===== src/rtl/map_tile_arbiter_if.sv =====
// Bus bundle for map_tile_arbiter: player requests, level control, ROM and map RAM ports.
interface map_tile_arbiter_if #(
  parameter int unsigned TILE_W = 3
);
  logic              req1;
  logic              req2;
  logic [8:0]        idx1;
  logic [8:0]        idx2;
  logic              ack1;
  logic              ack2;
  logic              win;
  logic              next_level;
  logic [1:0]        rom_level;
  logic [8:0]        rom_cell;
  logic [TILE_W-1:0] rom_data;
  logic [8:0]        ram_addr;
  logic              ram_we;
  logic [TILE_W-1:0] ram_wdata;
  logic [TILE_W-1:0] ram_rdata;
  logic [1:0]        level;
  logic              busy;

  // Arbiter side
  modport slave (
    input  req1, req2, idx1, idx2, win, next_level, rom_data, ram_rdata,
    output ack1, ack2, rom_level, rom_cell, ram_addr, ram_we, ram_wdata, level, busy
  );

  // Player / storage side
  modport master (
    output req1, req2, idx1, idx2, win, next_level, rom_data, ram_rdata,
    input  ack1, ack2, rom_level, rom_cell, ram_addr, ram_we, ram_wdata, level, busy
  );
endinterface


===== src/rtl/map_tile_arbiter.sv =====
// Sequencer/arbiter owning all writes to the 20x15 tile map RAM: level load from ROM,
// playfield clear on win, and round-robin read-modify-write tile toggles for two players.
// Optional macro MAP_TILE_BUILD_EN: empty tiles toggle to wall (players can build).
module map_tile_arbiter #(
  parameter int unsigned MAP_W      = 20,
  parameter int unsigned MAP_H      = 15,
  parameter int unsigned MAP_CELLS  = 300,
  parameter int unsigned NUM_LEVELS = 3,
  parameter int unsigned TILE_W     = 3
) (
  input logic               Clk,
  input logic               Reset,
  map_tile_arbiter_if.slave bus
);

  localparam logic [2:0] StLoad  = 3'd0;
  localparam logic [2:0] StClear = 3'd1;
  localparam logic [2:0] StIdle  = 3'd2;
  localparam logic [2:0] StRd    = 3'd3;
  localparam logic [2:0] StMod   = 3'd4;

  localparam logic [8:0] CellCount    = 9'(MAP_CELLS);
  localparam logic [8:0] LastCell     = 9'(MAP_CELLS - 1);
  localparam logic [8:0] LastRowStart = 9'((MAP_H - 1) * MAP_W);
  localparam logic [8:0] RowLen       = 9'(MAP_W);
  localparam logic [4:0] LastCol      = 5'(MAP_W - 1);
  localparam logic [1:0] LastLevel    = 2'(NUM_LEVELS - 1);

  localparam logic [TILE_W-1:0] TileEmpty  = TILE_W'(0);
  localparam logic [TILE_W-1:0] TileBorder = TILE_W'(1);
  localparam logic [TILE_W-1:0] TileWall   = TILE_W'(2);
  localparam logic [TILE_W-1:0] TileSoft   = TILE_W'(6);

  logic [2:0]        state_q, state_d;
  logic [8:0]        cnt_q, cnt_d;
  logic [4:0]        col_q, col_d;
  logic [1:0]        level_q, level_d;
  logic              pend_win_q, pend_win_d;
  logic              pend_nl_q, pend_nl_d;
  logic              last_q, last_d;   // last granted player: 0 = player 1, 1 = player 2
  logic              gnt_q, gnt_d;
  logic [8:0]        idx_q, idx_d;
  logic [TILE_W-1:0] tile_new;
  logic              is_edge;

  // State and counter registers with synchronous reset into a level-0 load
  always_ff @(posedge Clk) begin
    if (Reset) begin
      state_q    <= StLoad;
      cnt_q      <= '0;
      col_q      <= '0;
      level_q    <= '0;
      pend_win_q <= 1'b0;
      pend_nl_q  <= 1'b0;
      last_q     <= 1'b1;
      gnt_q      <= 1'b0;
      idx_q      <= '0;
    end else begin
      state_q    <= state_d;
      cnt_q      <= cnt_d;
      col_q      <= col_d;
      level_q    <= level_d;
      pend_win_q <= pend_win_d;
      pend_nl_q  <= pend_nl_d;
      last_q     <= last_d;
      gnt_q      <= gnt_d;
      idx_q      <= idx_d;
    end
  end

  // Next-state: sequencing, pending-event service and round-robin grant
  always_comb begin
    state_d    = state_q;
    cnt_d      = cnt_q;
    col_d      = col_q;
    level_d    = level_q;
    pend_win_d = pend_win_q | bus.win;
    pend_nl_d  = pend_nl_q | bus.next_level;
    last_d     = last_q;
    gnt_d      = gnt_q;
    idx_d      = idx_q;
    case (state_q)
      StLoad: begin
        // One extra cycle past the last address drains the ROM pipeline
        if (cnt_q == CellCount) begin
          state_d = StIdle;
          cnt_d   = '0;
        end else begin
          cnt_d = cnt_q + 9'd1;
        end
      end
      StClear: begin
        col_d = (col_q == LastCol) ? 5'd0 : col_q + 5'd1;
        if (cnt_q == LastCell) begin
          state_d = StIdle;
          cnt_d   = '0;
          col_d   = '0;
        end else begin
          cnt_d = cnt_q + 9'd1;
        end
      end
      StIdle: begin
        if (pend_win_q) begin
          state_d    = StClear;
          cnt_d      = '0;
          col_d      = '0;
          pend_win_d = bus.win;
        end else if (pend_nl_q) begin
          state_d   = StLoad;
          cnt_d     = '0;
          level_d   = (level_q == LastLevel) ? 2'd0 : level_q + 2'd1;
          pend_nl_d = bus.next_level;
        end else if (bus.req1 || bus.req2) begin
          // On a tie, grant the player not served last
          gnt_d   = (bus.req1 && bus.req2) ? ~last_q : bus.req2;
          last_d  = gnt_d;
          idx_d   = gnt_d ? bus.idx2 : bus.idx1;
          state_d = StRd;
        end
      end
      StRd:    state_d = StMod;
      StMod:   state_d = StIdle;
      default: begin
        state_d = StLoad;
        cnt_d   = '0;
      end
    endcase
  end

  // Toggle rule applied to the tile read back in MOD
  always_comb begin
    tile_new = bus.ram_rdata;
    if (bus.ram_rdata == TileWall || bus.ram_rdata == TileSoft) begin
      tile_new = TileEmpty;
    end
`ifdef MAP_TILE_BUILD_EN
    else if (bus.ram_rdata == TileEmpty) begin
      tile_new = TileWall;
    end
`endif
  end

  // Output decode from state; write data is forced to 0 whenever no write occurs
  always_comb begin
    is_edge       = (cnt_q < RowLen) || (cnt_q >= LastRowStart) ||
                    (col_q == 5'd0) || (col_q == LastCol);
    bus.rom_level = level_q;
    bus.rom_cell  = '0;
    bus.ram_addr  = '0;
    bus.ram_we    = 1'b0;
    bus.ram_wdata = '0;
    bus.ack1      = 1'b0;
    bus.ack2      = 1'b0;
    bus.level     = level_q;
    bus.busy      = (state_q != StIdle);
    case (state_q)
      StLoad: begin
        bus.rom_cell = cnt_q;
        if (cnt_q != 9'd0) begin
          bus.ram_we    = 1'b1;
          bus.ram_addr  = cnt_q - 9'd1;
          bus.ram_wdata = bus.rom_data;
        end
      end
      StClear: begin
        bus.ram_we    = 1'b1;
        bus.ram_addr  = cnt_q;
        bus.ram_wdata = is_edge ? TileBorder : TileEmpty;
      end
      StRd: bus.ram_addr = idx_q;
      StMod: begin
        bus.ram_addr = idx_q;
        if (idx_q < CellCount && tile_new != bus.ram_rdata) begin
          bus.ram_we    = 1'b1;
          bus.ram_wdata = tile_new;
        end
        bus.ack1 = ~gnt_q;
        bus.ack2 = gnt_q;
      end
      default: ;
    endcase
  end

endmodule


===== src/flat_wrapper.sv =====
// flat-port wrapper written by rule: the top's interface ports become plain ports
module map_tile_arbiter_flat 
#(
  parameter int unsigned MAP_W      = 20,
  parameter int unsigned MAP_H      = 15,
  parameter int unsigned MAP_CELLS  = 300,
  parameter int unsigned NUM_LEVELS = 3,
  parameter int unsigned TILE_W     = 3
)
  (Clk, Reset, bus_req1, bus_req2, bus_idx1, bus_idx2, bus_win, bus_next_level, bus_rom_data, bus_ram_rdata, bus_ack1, bus_ack2, bus_rom_level, bus_rom_cell, bus_ram_addr, bus_ram_we, bus_ram_wdata, bus_level, bus_busy);
  map_tile_arbiter_if #(.TILE_W(TILE_W)) bus_i ();
  input logic Clk;
  input logic Reset;
  input wire logic [$bits(bus_i.req1)-1:0] bus_req1;
  input wire logic [$bits(bus_i.req2)-1:0] bus_req2;
  input wire logic [$bits(bus_i.idx1)-1:0] bus_idx1;
  input wire logic [$bits(bus_i.idx2)-1:0] bus_idx2;
  input wire logic [$bits(bus_i.win)-1:0] bus_win;
  input wire logic [$bits(bus_i.next_level)-1:0] bus_next_level;
  input wire logic [$bits(bus_i.rom_data)-1:0] bus_rom_data;
  input wire logic [$bits(bus_i.ram_rdata)-1:0] bus_ram_rdata;
  output wire logic [$bits(bus_i.ack1)-1:0] bus_ack1;
  output wire logic [$bits(bus_i.ack2)-1:0] bus_ack2;
  output wire logic [$bits(bus_i.rom_level)-1:0] bus_rom_level;
  output wire logic [$bits(bus_i.rom_cell)-1:0] bus_rom_cell;
  output wire logic [$bits(bus_i.ram_addr)-1:0] bus_ram_addr;
  output wire logic [$bits(bus_i.ram_we)-1:0] bus_ram_we;
  output wire logic [$bits(bus_i.ram_wdata)-1:0] bus_ram_wdata;
  output wire logic [$bits(bus_i.level)-1:0] bus_level;
  output wire logic [$bits(bus_i.busy)-1:0] bus_busy;
  assign bus_i.req1 = bus_req1;
  assign bus_i.req2 = bus_req2;
  assign bus_i.idx1 = bus_idx1;
  assign bus_i.idx2 = bus_idx2;
  assign bus_i.win = bus_win;
  assign bus_i.next_level = bus_next_level;
  assign bus_i.rom_data = bus_rom_data;
  assign bus_i.ram_rdata = bus_ram_rdata;
  assign bus_ack1 = bus_i.ack1;
  assign bus_ack2 = bus_i.ack2;
  assign bus_rom_level = bus_i.rom_level;
  assign bus_rom_cell = bus_i.rom_cell;
  assign bus_ram_addr = bus_i.ram_addr;
  assign bus_ram_we = bus_i.ram_we;
  assign bus_ram_wdata = bus_i.ram_wdata;
  assign bus_level = bus_i.level;
  assign bus_busy = bus_i.busy;
  map_tile_arbiter #(.MAP_W(MAP_W), .MAP_H(MAP_H), .MAP_CELLS(MAP_CELLS), .NUM_LEVELS(NUM_LEVELS), .TILE_W(TILE_W)) u_core (.Clk(Clk), .Reset(Reset), .bus(bus_i));
endmodule

===== config.mk =====
export PLATFORM = sky130hd
export DESIGN_NAME = map_tile_arbiter_flat
export DESIGN_NICKNAME = d
export VERILOG_FILES = /design/src/rtl/map_tile_arbiter_if.sv /design/src/rtl/map_tile_arbiter.sv /design/src/flat_wrapper.sv
export SDC_FILE = /design/constraint.sdc
export NUM_CORES = 1
export LEC_CHECK = 0
export ABC_AREA = 1
export ABC_CLOCK_PERIOD_IN_PS = 1800
export BUFFER_PORTS_ARGS = -buffer_cell sky130_fd_sc_hd__buf_2
export CAP_MARGIN = 20
export CORE_MARGIN = 8
export CORE_UTILIZATION = 45
export DETAILED_ROUTE_END_ITERATION = 6
export MAX_ROUTING_LAYER = met4
export PLACE_DENSITY = 0.66
export SLEW_MARGIN = 20
export SYNTH_ARGS = -nofsm -noshare
export SYNTH_HDL_FRONTEND = slang
export SYNTH_SLANG_ARGS = --single-unit

===== constraint.sdc =====
create_clock -name Clk -period 1.8 [get_ports Clk]
set_input_delay 0.36 -clock Clk [delete_from_list [all_inputs] [get_ports Clk]]
set_output_delay 0.36 -clock Clk [all_outputs]
set_load 0.05 [all_outputs]

==> results of run 1 <==
==> worst register-to-register path: stages (launching register included) <==
cell and delay, ns:
dfxtp_2 0.36, buf_4 0.14, ha_1 0.21, nand2_1 0.07, nor2_1 0.16, nand2_2 0.13, nand2_1 0.12, nand3_2 0.16
o21ai_0 0.14, nor2_1 0.06
==> stage by stage <==
step / setup slack, ns / power (uW) / instances / TNS, ns
3_5_place_dp: -0.0127 / 1280 / 506 / -0.0237
2_1_floorplan: -0.190 / 1130 / 360 / -1.97
5_1_grt: -0.223 / 2110 / 521 / -1.76
4_1_cts: -0.102 / 1990 / 519 / -0.580
6_report: -0.173 / 2020 / 521 / -0.914
3_3_place_gp: 0.00295 / 1280 / 506 / 0
==> layout make-up <==
cell class	count	area share, %
clock buffers	7	2.42
well taps	67	2.35
inverters	42	4.97
repair buffers	97	22.4
multi-input cells	275	48.9
flip-flops and latches	32	18.7
clock inverters	1	0.210
==> worst paths after layout <==
kind / startpoint / end / slack (ns)
worst min register to register: u_core.last_q$_SDFFE_PP1P_ / u_core.last_q$_SDFFE_PP1P_ / 0.47
worst max-delay path: u_core.cnt_q[3]$_SDFFE_PP0P_ / bus_ram_addr[5] / -0.17
worst min-delay path: bus_win / u_core.pend_win_q$_SDFF_PP0_ / 0.28
worst max register to register: u_core.cnt_q[0]$_SDFFE_PP0P_ / u_core.cnt_q[4]$_SDFFE_PP0P_ / 0.15
==> synthesized netlist by cell type (2+ instances only) <==
cell type | instances | share of area (%)
buf_4 | 3 | 1.0
buf_2 | 5 | 1.1
inv_2 | 3 | 0.50
o211a_1 | 7 | 3.1
o21ai_0 | 19 | 4.2
clkbuf_1 | 2 | 0.33
buf_6 | 2 | 1.0
nand2_2 | 4 | 1.1
inv_1 | 37 | 6.2
nor2_4 | 2 | 1.0
nor2_1 | 52 | 8.7
clkinv_1 | 2 | 0.33
ha_1 | 5 | 2.8
a22oi_1 | 8 | 2.7
nand2_1 | 99 | 17
nand3_2 | 3 | 1.3
nor2_2 | 2 | 0.56
nand3_1 | 34 | 7.6
dfxtp_1 | 32 | 29
xor2_1 | 5 | 2.0
nand2_4 | 2 | 1.0
a21oi_1 | 17 | 3.8
nand4_1 | 6 | 1.7
==> layer usage <==
metal	GRT usage [%]	wire [um]	vias to the layer above
met4	8.45	178	0
li1	-	-	1346
met2	34.8	4170	113
met1	24.1	3260	1269
met5	-	0	-
met3	4.16	397	23
==> power by group through the flow <==
| stage | combinational, uW | sequential [uW] | clock, uW |
|---|---|---|---|
| global route | 747 | 723 | 636 |
| global placement | 537 | 739 | 0 |
| detailed placement | 540 | 740 | 0 |
| finish | 707 | 722 | 590 |
| floorplan | 386 | 740 | 0 |
| CTS | 674 | 720 | 601 |
==> registers in the layout, indices dropped and copies added, names as in the netlist <==
| register | cells |
|---|---|
| u_core.pend_nl_q | 1 |
| u_core.pend_win_q | 1 |
| u_core.last_q | 1 |
| u_core.state_q | 3 |
| u_core.gnt_q | 1 |
| u_core.cnt_q | 9 |
| u_core.col_q | 5 |
| u_core.bus.level | 2 |
| u_core.idx_q | 9 |
==> kinds of logic (layout without fill, tap and decap cells) <==
family                     count (synthesis)  count (layout)
DFF                                       32              32
and+or+nand+nor                          207             208
adders and majority gates                  5               5
AOI/OAI and AO/OA                         56              56
xor gates and xnor gates                   6               6
buffers and inverters                     54             147
==> what timing repair did <==
action,4_1_cts,5_1_grt
endpoints found under the setup margin,24,24
pin swaps,13,20
gates cloned,1,0
setup buffers,4,2
resized for setup,121,47
==> results_dict.tcl, run 1 <==
set metrics [dict create \
    wl_per_cell_um 15.4 \
    num_rows 25 \
    synth_top_family_by_area "simple AND/OR/NAND/NOR gates" \
    die_h_um 86.6 \
    drive_gt1_share_pct 45.2 \
    critPathLaunchType "flip-flop" \
    yosys_warnings 0 \
    h-tree-depth 2 \
    hold_buffers 0 \
    crit_fanout 5 \
    syn_nets 395 \
    antenna_found_initial 0 \
    synth-main-ff-cell "dfxtp_1" \
    vias 2751 \
    wirelength_mm 8.00 \
    path_delay_family "simple AND/OR/NAND/NOR gates" \
    status "finished with violations" \
    cts_root_buf "clkbuf_8" \
    crit_buf_inv 1 \
    final_area_sq_mm 0.00357 \
    path_clk_slew_ns 0.07 \
    areaGrowthSynthToFinish_pct 59.2 \
    clock_path_buffers 2 \
    failed_checks "setup timing" \
    insertion_delay_ns 0.29 \
    multi_input_area_sq_mm 0.00175 \
    die_area_sq_mm 0.00750 \
    cp_cell_sequence "nor2_4 > nand4_1 > xor2_1 > nand2_1 > nand3_2 > buf_8" \
    dpl_cell_area_sq_mm 0.00288 \
    final_cell_mix "nand2_1 (89), nor2_1 (35), buf_2 (33)" \
    grt_pass1_vias 2617 \
    period_share_pct 110 \
    synthArstFlopShare_pct 0 \
    p_seq_share_pct 35.8 \
    synth_compound_area_share_pct 15.4 \
    cp.depth 6 \
    worst_slack_ns -0.173 \
    globalplace.congestion 0.891 \
    critical_path.slowest_cell "dfxtp_4" \
    min_period_ns 1.97 \
    yosysUniqueCellTypes 32 \
    cts_sinks 32 \
    numPortBuffers 57 \
    yosys-mux-area-fraction_pct 0 \
    critPathKind "flip-flop to output pin" \
    synth_fa_ha_area_share_pct 2.79 \
    p_leak_uw 0.00171 \
    vias_per_cell 5.28 \
    ir_drop_v 0.000401 \
    synth_seq_cells 32 \
    initial_utilization_pct 47.2 \
    final_common_cell "nand2_1" \
    drt-pass1-iter-count 5 \
    skew_ns 0.00568 \
    p_int_uw 1310 \
    fp.coreArea_sq_mm 0.00475 \
    crit_required_ns 1.44 \
    grt_first_pass_wirelength_mm 12.3 \
    hold_ws_ns 0.284 \
    rsz0062_at_grt "yes" \
    syn_area_per_cell_sq_um 6.24 \
    synthXorXnorAreaFrac_pct 2.34 \
    seqCellArea_sq_um 669 \
    grt-ovfl-total 0 \
    grt_max_degree 15 \
    finalSetupViolCount 13 \
    hold_path_class "primary input to flip-flop" \
    yosys.area_share.simple_pct 40.4 \
    max-slew-margin-rel_pct 77.0 \
    hold_path_depth 3 \
    fillerInstances 362 \
    p_clk_share_pct 29.2 \
    fmax_mhz 507 \
    combinationalPowerShare_pct 35.0 \
    power_density_mw_per_mm2 565 \
    r2r_cells 9 \
    cts_tree "yes" \
    crit_arrival_ns 1.61 \
    drv_slew 0 \
    drc 0 \
    hold_violations 0 \
    syn-cell-area_sq_mm 0.00224 \
    nets 488 \
    cap_violations 0 \
    synth_edf_count 0 \
    die_x_um 86.6 \
    drtAntennaViolNets 0 \
    track_usage_pct 20.9 \
    drt_iter0_drc 191 \
    power.switching_uw 713 \
    seq_area_frac_synth_pct 28.5 \
    tightestPinTransition_ns 0.342 \
    dp_hpwl_mm 5.40 \
    io_pins 59 \
    synthCells 360 \
    netSwitchingFraction_pct 35.3 \
    final_util_pct 75.2 \
    cp_slowest_stage_delay_ns 0.37 \
    antenna_cells 0 \
    cts_buffers 5 \
    worstSetupEndpointType "output pin" \
]
No activity file was read; power rests on OpenSTA's default activity.
==> run 2, diff against run 1 <==
--- a/config.mk
+++ b/config.mk
@@ -9,6 +9,7 @@
 export ABC_CLOCK_PERIOD_IN_PS = 1800
 export BUFFER_PORTS_ARGS = -buffer_cell sky130_fd_sc_hd__buf_2
 export CAP_MARGIN = 20
+export CORE_ASPECT_RATIO = 0.8
 export CORE_MARGIN = 8
 export CORE_UTILIZATION = 45
 export DETAILED_ROUTE_END_ITERATION = 6
==> results_dict.tcl, run 2 (synthesis results as in run 1) <==
set metrics [dict create \
    status "finished with violations" \
    failed_checks "setup timing" \
    clock_path_buffers 2 \
    finalSetupViolCount 13 \
    ir_drop_v 0.000478 \
    wirelength_mm 7.98 \
    final_cell_mix "nand2_1 (91), buf_4 (38), nor2_1 (36)" \
    tightestPinTransition_ns 0.354 \
    cts_tree "yes" \
    antenna_found_initial 0 \
    critPathKind "flip-flop to output pin" \
    hold_buffers 0 \
    hold_path_class "primary input to flip-flop" \
    hold_ws_ns 0.271 \
    io_pins 59 \
    fp.coreArea_sq_mm 0.00492 \
    reg.largest.list "u_core.cnt_q: 9 flops, u_core.idx_q: 9 flops, u_core.col_q: 5 flops" \
    grt_pass1_vias 2658 \
    hold_violations 0 \
    period_share_pct 108 \
    vias_per_cell 5.31 \
    cp_cell_sequence "inv_2 > nand2_4 > nor2_4 > buf_6 > nand2_8 > buf_12 > o21ai_2 > buf_6" \
    cts_buffers 5 \
    cp_slowest_stage_delay_ns 0.33 \
    antenna_cells 0 \
    crit_required_ns 1.44 \
    dpl_cell_area_sq_mm 0.00287 \
    rsz0062_at_grt "yes" \
    drc 0 \
    power_uw 2050 \
    areaGrowthSynthToFinish_pct 60.4 \
    fmax_mhz 515 \
    crit_arrival_ns 1.58 \
    crit_fanout 7 \
    grt-ovfl-total 0 \
    die_area_sq_mm 0.00752 \
    seqCellArea_sq_um 667 \
    crit_top_cell "buf_6" \
    num_rows 23 \
    die_h_um 79.2 \
    worstSetupEndpointType "output pin" \
    fillerInstances 396 \
    die_x_um 95.0 \
    max-slew-margin-rel_pct 76.3 \
    drt_iter0_drc 241 \
    min_period_ns 1.94 \
    track_usage_pct 21.7 \
    h-tree-depth 2 \
    drive_gt1_share_pct 43.1 \
    multi_input_area_sq_mm 0.00173 \
    worst_slack_ns -0.140 \
    initial_utilization_pct 45.6 \
    globalplace.congestion 0.906 \
    cts_sinks 32 \
    path_clk_slew_ns 0.07 \
    dp_hpwl_mm 5.31 \
    nets 494 \
    wl_per_cell_um 15.3 \
    final_common_cell "nand2_1" \
    critPathLaunchType "flip-flop" \
    setup_tns_ns -1.21 \
    skew_ns 0.00679 \
    drv_slew 0 \
    drt-pass1-iter-count 5 \
    insertion_delay_ns 0.29 \
    p_leak_uw 0.00172 \
    drtAntennaViolNets 0 \
    final_area_sq_mm 0.00360 \
    power_density_mw_per_mm2 570 \
    numPortBuffers 57 \
    vias 2768 \
    grt_max_degree 23 \
    grt_first_pass_wirelength_mm 12.6 \
    cap_violations 0 \
    critical_path.slowest_cell "dfxtp_2" \
    cts_root_buf "clkbuf_8" \
]
-- run 2: changes by cell type in the layout (fill, tap and decap cells not counted), sizes merged --
| cell | before | now |
|---|---|---|
| buf | 97 | 103 |
| clkinvlp | 1 | 0 |
-- run 2: per-layer routing --
metal	share of wire (%)	vias up	track usage [%]
met5	0	-	-
met3	6.6	20	4.33
li1	-	1363	-
met1	44	1276	27.1
met4	2.1	0	8.71
met2	47	109	33.6
-- run 2: cell type report --
| type | instances | share of cell area [%] |
|---|---|---|
| Sequential cell | 32 | 18.5 |
| Tap cell | 62 | 2.16 |
| Inverter | 42 | 4.94 |
| Multi-Input combinational cell | 275 | 48.0 |
| Timing Repair Buffer | 103 | 23.7 |
| Clock buffer | 7 | 2.68 |
-- run 2: report_power, final --
group          switching, uW  internal, uW
registers               12.8           712
logic                    419           290
clock network            278           341
total                    710          1340
-- run 2: per-stage QoR --
stage / utilization, % / cells / worst slack [ns]
after floorplan: - / 360 / -0.190
after global placement: 58.3 / 499 / 0.0242
after detailed placement: 58.3 / 499 / -0.00290
after CTS: 69.9 / 517 / -0.105
after global routing: 73.2 / 521 / -0.186
final: 73.2 / 521 / -0.140
-- run 2: worst max-delay path, delay by kind of cell, from the launching register on --
| kind | cells | cell delay (ns) |
|---|---|---|
| simple gates | 3 | 0.25 |
| flops | 1 | 0.33 |
| buf+inv | 4 | 0.56 |
| compound gates | 1 | 0.14 |
-- run 2: final timing paths --
check | slack (ns) | from | cells after the start | end
hold reg to reg | 0.46 | u_core.last_q$_SDFFE_PP1P_ | 2 | u_core.last_q$_SDFFE_PP1P_
setup reg to reg | 0.15 | u_core.cnt_q[0]$_SDFFE_PP0P_ | 9 | u_core.cnt_q[5]$_SDFFE_PP0P_
hold / removal | 0.27 | bus_next_level | 3 | u_core.pend_nl_q$_SDFF_PP0_
setup / recovery | -0.14 | u_core.state_q[1]$_SDFFE_PP0P_ | 8 | bus_ram_addr[8]
-- run 2: timing repair --
action,4_1_cts,5_1_grt
endpoints found under the setup margin,23,25
gates resized for setup,118,42
setup buffers,10,4
pin swaps,19,10
cloned,1,0
==> run 3, diff against run 2 <==
--- a/config.mk
+++ b/config.mk
@@ -14,7 +14,7 @@
 export CORE_UTILIZATION = 45
 export DETAILED_ROUTE_END_ITERATION = 6
 export MAX_ROUTING_LAYER = met4
-export PLACE_DENSITY = 0.66
+export PLACE_DENSITY = 0.7
 export SLEW_MARGIN = 20
 export SYNTH_ARGS = -nofsm -noshare
 export SYNTH_HDL_FRONTEND = slang
==> constraint.sdc (replaced) <==
create_clock -name Clk -period 1.8 [get_ports Clk]
set_input_delay 0.36 -clock Clk [delete_from_list [all_inputs] [get_ports Clk]]
set_output_delay 0.36 -clock Clk [all_outputs]
set_load 0.1 [all_outputs]
==> results_dict.tcl, run 3 (synthesis results as in run 1) <==
set metrics [dict create \
    ir_drop_v 0.000505 \
    die_area_sq_mm 0.00752 \
    vias 2754 \
    rsz0062_at_grt "yes" \
    cp_cell_sequence "nor2_4 > nand4_1 > xor2_1 > nand2_1 > nand3_4 > buf_12" \
    grt-ovfl-total 0 \
    period_share_pct 107 \
    globalplace.congestion 0.926 \
    cap_violations 0 \
    hold_path_class "primary input to flip-flop" \
    initial_utilization_pct 45.6 \
    drt-pass1-iter-count 5 \
    tightestPinTransition_ns 0.487 \
    io_pins 59 \
    skew_ns 0.00706 \
    h-tree-depth 2 \
    drt_iter0_drc 258 \
    insertion_delay_ns 0.30 \
    wl_per_cell_um 15.2 \
    antenna_cells 0 \
    drive_gt1_share_pct 45.3 \
    hold_violations 0 \
    cts_buffers 5 \
    r2r-end "u_core.cnt_q[4]$_SDFFE_PP0P_" \
    worstSetupEndpointType "output pin" \
    p_leak_uw 0.00177 \
    track_usage_pct 21.5 \
    crit_arrival_ns 1.57 \
    r2r_start "u_core.cnt_q[0]$_SDFFE_PP0P_" \
    status "finished with violations" \
    grt_first_pass_wirelength_mm 12.5 \
    wirelength_mm 7.86 \
    setup_tns_ns -1.77 \
    numPortBuffers 57 \
    final_area_sq_mm 0.00385 \
    cp_slowest_stage_delay_ns 0.39 \
    cts_root_buf "clkbuf_8" \
    cts_sinks 32 \
    areaGrowthSynthToFinish_pct 71.7 \
    num_rows 23 \
    fp.coreArea_sq_mm 0.00492 \
    reg.largest.list "u_core.cnt_q: 9 flops, u_core.idx_q: 9 flops, u_core.col_q: 5 flops" \
    crit_required_ns 1.44 \
    drtAntennaViolNets 0 \
    final_common_cell "nand2_1" \
    dp_hpwl_mm 5.36 \
    drc 0 \
    vias_per_cell 5.33 \
    min_period_ns 1.93 \
    fmax_mhz 518 \
    hold_buffers 0 \
    max-slew-margin-rel_pct 67.8 \
    grt_pass1_vias 2584 \
    final_util_pct 78.3 \
    failed_checks "setup timing" \
    critPathKind "flip-flop to output pin" \
    finalSetupViolCount 22 \
    hold_end "u_core.pend_win_q$_SDFF_PP0_" \
    hold_path_depth 3 \
    drv_slew 0 \
    nets 489 \
    path_clk_slew_ns 0.07 \
    critical_path.slowest_cell "dfxtp_4" \
    dpl_cell_area_sq_mm 0.00333 \
    final_cell_mix "nand2_1 (88), nor2_1 (32), buf_2 (32), buf_4 (32), inv_1 (28)" \
    die_x_um 95.0 \
    antenna_found_initial 0 \
    crit_fanout 6 \
    clock_path_buffers 2 \
    grt_max_degree 23 \
    critPathLaunchType "flip-flop" \
    ff2ff_setup_slack_ns 0.13 \
    r2r_cells 9 \
    cts_tree "yes" \
    hp-start "bus_win" \
    die_h_um 79.2 \
    worst_slack_ns -0.131 \
    power_density_mw_per_mm2 601 \
]
-- run 3: where the power goes --
part | switching (uW) | total (uW) | leakage, uW | internal (uW)
Combinational | 624 | 996 | 0.00146 | 372
Sequential | 12.6 | 720 | 0.000267 | 707
Clock | 291 | 602 | 0.0000445 | 311
Total | 927 | 2320 | 0.00177 | 1390
-- run 3: metal layers --
layer / GRT usage, % / part of all wire (%) / vias to the layer above
met4: 7.62 / 2.3 / 0
met5: - / 0 / -
met3: 5.27 / 7.4 / 20
met1: 25.0 / 42 / 1260
met2: 35.2 / 49 / 123
li1: - / - / 1351
-- run 3: cell type report --
| cell class | count | area (sq um) |
|---|---|---|
| fillers | 349 | 1070 |
| repair inverters | 1 | 16.3 |
| flip-flops and latches | 32 | 676 |
| repair buffers | 98 | 1010 |
| clock buffers | 7 | 86.3 |
| clock inverters | 1 | 7.51 |
| inverters | 42 | 185 |
| multi-input cells | 274 | 1790 |
| well taps | 62 | 77.6 |
-- run 3: metrics by stage --
| step | power [uW] | cells | setup WS (ns) | hold slack, ns |
|---|---|---|---|---|
| floorplan | 1350 | 360 | -0.156 | 0.429 |
| global placement | 1670 | 494 | 0.0673 | 0.448 |
| detailed placement | 1680 | 494 | 0.0124 | 0.461 |
| CTS | 2310 | 514 | -0.125 | 0.264 |
| global route | 2400 | 517 | -0.217 | 0.277 |
| finish | 2320 | 517 | -0.131 | 0.263 |
-- run 3: repair_timing --
action,4_1_cts,5_1_grt
buffers inserted,11,3
pin swaps,18,13
cloned,1,0
endpoints found under the setup margin,22,25
gates resized for setup,79,12
-- run 3: worst max path at each step --
| stage | start | to | slack (ns) |
|---|---|---|---|
| after floorplan | u_core.state_q[2]$_SDFFE_PP0P_ | bus_ram_addr[0] | -0.16 |
| after global placement | u_core.cnt_q[1]$_SDFFE_PP0P_ | bus_ram_addr[6] | 0.07 |
| after global routing | u_core.cnt_q[5]$_SDFFE_PP0P_ | bus_ram_addr[8] | -0.22 |
| after detailed placement | u_core.cnt_q[1]$_SDFFE_PP0P_ | bus_ram_addr[6] | 0.01 |
| after CTS | u_core.cnt_q[1]$_SDFFE_PP0P_ | bus_ram_addr[8] | -0.13 |
| final | u_core.cnt_q[2]$_SDFFE_PP0P_ | bus_ram_addr[5] | -0.13 |
-- run 3: critical path: cells and delay by family (launching register included) --
kind,cells,cell delay [ns]
buf+inv,1,0.17
simple gates,4,0.51
xor+xnor,1,0.20
flops,1,0.39
